File: src/rtl/demux8_64bit_bank_pkg.sv
// Shared sizing constants and FSM state type for the 8-slot write demux.
package demux8_64bit_bank_pkg;

   localparam int unsigned WIDTH = 64;
   localparam int unsigned DEPTH = 8;
   localparam int unsigned IDX_W = 3;

   typedef enum logic [0:0] {
      IDLE  = 1'b0,
      BURST = 1'b1
   } state_t;

endpackage

File: src/rtl/demux8_64bit_bank_dec3to8.sv
// 3-bit index plus enable to one-hot 8-bit write enable (purely combinational).
module dec3to8
   import demux8_64bit_bank_pkg::*;
(
   input  logic [IDX_W-1:0] i_idx,
   input  logic             i_en,
   output logic [DEPTH-1:0] o_onehot
);

   // One-hot decode gated by enable
   always_comb begin
      o_onehot = '0;
      if (i_en) begin
         o_onehot[i_idx] = 1'b1;
      end
   end

endmodule

File: src/rtl/demux8_64bit_bank.sv
// Write-side bank: steers handshaked 64-bit words into eight registered slots,
// either by explicit index (IDLE) or by an auto-incrementing burst pointer.
module demux8_64bit_bank #(
   parameter int unsigned WIDTH = demux8_64bit_bank_pkg::WIDTH,
   parameter int unsigned DEPTH = demux8_64bit_bank_pkg::DEPTH
) (
   input  logic                   clk,
   input  logic                   rst_n,
   input  logic                   in_valid,
   output logic                   in_ready,
   input  logic [WIDTH-1:0]       in_data,
   input  logic [2:0]             in_sel,
   input  logic                   in_burst,
   input  logic                   in_last,
   output logic [WIDTH*DEPTH-1:0] out_data,
   output logic [DEPTH-1:0]       out_valid,
   input  logic [DEPTH-1:0]       out_clr,
   output logic                   busy
);

   import demux8_64bit_bank_pkg::*;

   state_t           r_state;
   logic [IDX_W-1:0] r_ptr;
   logic [WIDTH-1:0] r_data [DEPTH];
   logic [DEPTH-1:0] r_valid;

   logic [IDX_W-1:0] w_target;
   logic             w_accept;
   logic [DEPTH-1:0] w_we;

   // Target slot: explicit index in IDLE, burst pointer in BURST
   always_comb begin
      w_target = in_sel;
      if (r_state == BURST) begin
         w_target = r_ptr;
      end
   end

   // Ready when the target slot is free or being freed this very cycle
   always_comb begin
      in_ready = rst_n && (!r_valid[w_target] || out_clr[w_target]);
      w_accept = in_valid && in_ready;
   end

   dec3to8 u_dec (
      .i_idx   (w_target),
      .i_en    (w_accept),
      .o_onehot(w_we)
   );

   // Slot storage and valid flags; a write beats a same-cycle clear
   always_ff @(posedge clk) begin
      if (!rst_n) begin
         r_valid <= '0;
         for (int unsigned k = 0; k < DEPTH; k++) begin
            r_data[k] <= '0;
         end
      end else begin
         for (int unsigned k = 0; k < DEPTH; k++) begin
            if (w_we[k]) begin
               r_data[k]  <= in_data;
               r_valid[k] <= 1'b1;
            end else if (out_clr[k]) begin
               r_valid[k] <= 1'b0;
            end
         end
      end
   end

   // Burst FSM and pointer
   always_ff @(posedge clk) begin
      if (!rst_n) begin
         r_state <= IDLE;
         r_ptr   <= '0;
      end else begin
         case (r_state)
            IDLE: begin
               if (w_accept && in_burst) begin
                  r_ptr <= IDX_W'(in_sel + 3'd1);
                  // A single-beat burst (in_last on the start beat) stays in IDLE
                  if (!in_last) begin
                     r_state <= BURST;
                  end
               end
            end
            BURST: begin
               if (w_accept) begin
                  r_ptr <= IDX_W'(r_ptr + 3'd1);
                  if (in_last) begin
                     r_state <= IDLE;
                  end
               end
            end
            default: r_state <= IDLE;
         endcase
      end
   end

   // Flatten slots onto the wide output bus
   always_comb begin
      out_data = '0;
      for (int unsigned k = 0; k < DEPTH; k++) begin
         out_data[k*WIDTH +: WIDTH] = r_data[k];
      end
   end

   assign out_valid = r_valid;
   assign busy      = (r_state == BURST);

endmodule
File: config.mk
export PLATFORM = sky130hd
export DESIGN_NAME = demux8_64bit_bank
export DESIGN_NICKNAME = d
export VERILOG_FILES = /design/src/rtl/demux8_64bit_bank_pkg.sv /design/src/rtl/demux8_64bit_bank_dec3to8.sv /design/src/rtl/demux8_64bit_bank.sv
export SDC_FILE = /design/constraint.sdc
export NUM_CORES = 1
export LEC_CHECK = 0
export ABC_AREA = 1
export BUFFER_PORTS_ARGS = -buffer_cell sky130_fd_sc_hd__buf_2
export CORE_MARGIN = 2
export CORE_UTILIZATION = 25
export CTS_CLUSTER_DIAMETER = 100
export DETAILED_ROUTE_END_ITERATION = 8
export PLACE_DENSITY = 0.45
export SETUP_SLACK_MARGIN = 0.1
export SYNTH_ARGS = -nofsm -noshare
export SYNTH_HDL_FRONTEND = slang
export SYNTH_SLANG_ARGS = --single-unit
File: constraint.sdc
create_clock -name clk -period 4.4 [get_ports clk]
set_clock_uncertainty 0.2 [all_clocks]
set_input_delay 1.32 -clock clk [delete_from_list [all_inputs] [get_ports clk]]
set_output_delay 1.32 -clock clk [all_outputs]
set_load 0.02 [all_outputs]
==> reports/qor.yml <==
layout:
  fillers: 7517
  syn_to_final_growth_pct: 33.3
  ff_latch_area_sq_um: 15600
  multi_input_area_sq_um: 2290
  fin_util: 0.336
  fin_nets: 2003
  layout_commonest_cell: "buf_2"
  final_cell_mix: "600 x buf_2, 512 x edfxtp_1, 387 x nor2_1, 142 x inv_1, 122 x nand2_1"
  antennaDiodeCount: 0
  drive_above_1_share: 0.374
grt:
  grt_antenna_before_repair: 1
  gr-total-overflow: 0
  grt_use_total: 0.158
  grt_max_degree: 66
  grt_pass1_vias: 12700
  grt_pass1_wl_microns: 89200
pwr:
  power.switching_uw: 2850
  p_total_uw: 11700
  irDropWorstVdd_mv: 0.293
  swShare: 0.244
  pwr-share-comb: 0.095
  p_seq_frac: 0.499
  p_int_uw: 8840
  p_leak_uw: 0.0114
  clockPowerShare: 0.407
  pwr_density_cell_nw_per_um2: 468
timing:
  setup_violations: 0
  rsz0062_at_grt: "no"
  tightest_slew_ns: 0.908
  timing.final.max_slew_violations: 0
  hold_viol: 0
  fmax_mhz: 244
  period_share: 0.931
  relSlewSlack: 0.395
  period_minus_slack_ns: 4.09
  tns_ns: 0
clocking:
  clkTransAtPathRegs_ns: 0.06
  cts_root_buffer: "clkbuf_16"
  cts_max_path_buffers: 3
  insertion_delay_ns: 0.60
  cts_setup_buffers: 0
  cts_tree: "done"
  htree_levels: 2
  clock-sinks: 524
  cts_buffers: 57
worst_setup_path:
  cp-end-kind: "output pin"
  slowest_stage: "o21ai_2"
  worstSetupPathType: "in2out"
  critPathCapture: "in_ready"
  arrival_ns: 2.57
  crit_fanout: 9
  r2r-end: "r_data[1][38]$_SDFFCE_PN0P_"
  crit_path_start: "in_sel[1]"
  required_ns: 2.88
  rrSetupSlack_ns: 1.19
  r2r_cells: 14
  reg2reg_from: "busy$_SDFF_PN0_"
  cp-start-kind: "input pin"
  path_common_cell: "nand2_1"
  slowest_delay_ns: 0.33
  crit_path_cell_trace: "buf_2 -> inv_1 -> o21ai_2 -> inv_2 -> nand2_1 -> nand2_1 -> nand2_1 -> nand2_1 -> a21oi_2 -> buf_2"
synth:
  synth_flop_cell: "edfxtp_1"
  ys_types: 23
  postSynth.asyncResetShare: 0
  synth-seq-cells: 524
  yosysWarnings: 0
  synthTopCellsByArea: "edfxtp_1 82%, nor2_1 7.8%, inv_1 2.8%"
  synth_cells: 1283
  seq_area_frac_synth: 0.833
  yosysTopAreaCellShare: 0.820
  syn-cell-area_sq_um: 18700
  syn_avg_cell_area_sq_um: 14.6
  synth_largest_area_cell: "edfxtp_1"
  synth_edf_count: 512
  syn-num-nets: 1364
route:
  vias_per_cell: 4.16
  num_vias: 12200
  ant_nets: 0
  route.detailed.drc: 0
  drt_wl_total_microns: 62400
  first_pass_iters: 5
  drt_iter0_drc: 774
  post_drt_wl_per_cell_microns: 21.3
floorplanning:
  die_width_microns: 278
  chipHeight_microns: 278
  initial_utilization: 0.252
  num_rows: 100
  num_io_pins: 602
  core_sq_um: 74300
  die_area_sq_um: 77200
job:
  max_cap_violations: 0
placement:
  dp_hpwl_microns: 43500
  portBuffers: 601
  place_congestion: 0.862
min_path:
  hold_class: "reg2reg"
  whs_path_depth: 2
outcome:
  outcome: "complete, no violations"
==> how the worst min path moves through the flow <==
stage | endpoint | startpoint | slack (ns)
floorplan | r_ptr[2]$_SDFFE_PN0P_ | r_ptr[2]$_SDFFE_PN0P_ | 0.24
global placement | r_ptr[2]$_SDFFE_PN0P_ | r_ptr[2]$_SDFFE_PN0P_ | 0.26
detailed placement | r_ptr[2]$_SDFFE_PN0P_ | r_ptr[2]$_SDFFE_PN0P_ | 0.26
CTS | r_ptr[2]$_SDFFE_PN0P_ | r_ptr[2]$_SDFFE_PN0P_ | 0.27
global route | r_ptr[2]$_SDFFE_PN0P_ | r_ptr[2]$_SDFFE_PN0P_ | 0.28
finish | r_ptr[2]$_SDFFE_PN0P_ | r_ptr[2]$_SDFFE_PN0P_ | 0.27
==> cell families after synthesis <==
group                      after synthesis  synth area share
and+or+nand+nor                        543             0.112
xor gates and xnor gates                 1          0.000467
adders and majority gates                1          0.000667
buffers and inverters                  200            0.0493
DFF                                    524             0.833
AOI/OAI and AO/OA                       14           0.00441
==> power by group through the flow <==
| stage | registers [uW] | logic, uW | clock network, uW |
|---|---|---|---|
| after floorplan | 6280 | 235 | 0 |
| after global placement | 5930 | 1130 | 0 |
| after detailed placement | 5930 | 1130 | 0 |
| after CTS | 5830 | 1140 | 4870 |
| after global routing | 5850 | 1180 | 5040 |
| final | 5830 | 1110 | 4750 |
==> metal layers <==
metal / track usage / routed length, microns / vias up
met5: 0 / 5 / -
met4: 0.0559 / 2030 / 2
met3: 0.0435 / 4340 / 103
met2: 0.275 / 31400 / 446
met1: 0.185 / 24600 / 6078
li1: - / - / 5565
==> metrics by stage <==
step / area (sq um) / setup WS (ns) / hold slack (ns) / instances
5_1_grt: 25000 / 0.171 / 0.277 / 2932
4_1_cts: 25000 / 0.290 / 0.265 / 2932
3_3_place_gp: 23200 / 0.307 / 0.257 / 2832
3_5_place_dp: 23200 / 0.298 / 0.259 / 2832
6_report: 25000 / 0.305 / 0.269 / 2932
2_1_floorplan: 18800 / 0.298 / 0.241 / 1283
==> repair_timing <==
action,4_1_cts,5_1_grt
hold buffers,0,0
setup endpoints to repair,0,1
gates resized for setup,0,1
==> layout make-up <==
class	count	share of cell area
clock inverter	29	0.0130
inverter	146	0.0219
clock buffer	71	0.0600
sequential	524	0.625
timing repair buffer	634	0.140
multi-input combinational	559	0.0918
tap	969	0.0485
==> sequential cells by signal, indices dropped and copies added (netlist names) <==
name / flops
out_valid: 8
busy: 1
r_data: 512
r_ptr: 3
==> worst max-delay path: cells and delay by family <==
kind	cells	cell delay [ns]
compound gates	2	0.51
buf+inv	4	0.45
simple gates	4	0.29
==> synth_stat cells (all sizes together), types with 2 or more instances <==
| library cell | count |
|---|---|
| edfxtp | 512 |
| nor2 | 387 |
| inv | 146 |
| nand2 | 132 |
| buf | 33 |
| clkbuf | 21 |
| dfxtp | 12 |
| nand3 | 12 |
| a21oi | 11 |
| nor3 | 6 |
| nand4 | 5 |
| o21ai | 2 |
Power figures use the tool's default switching activity.
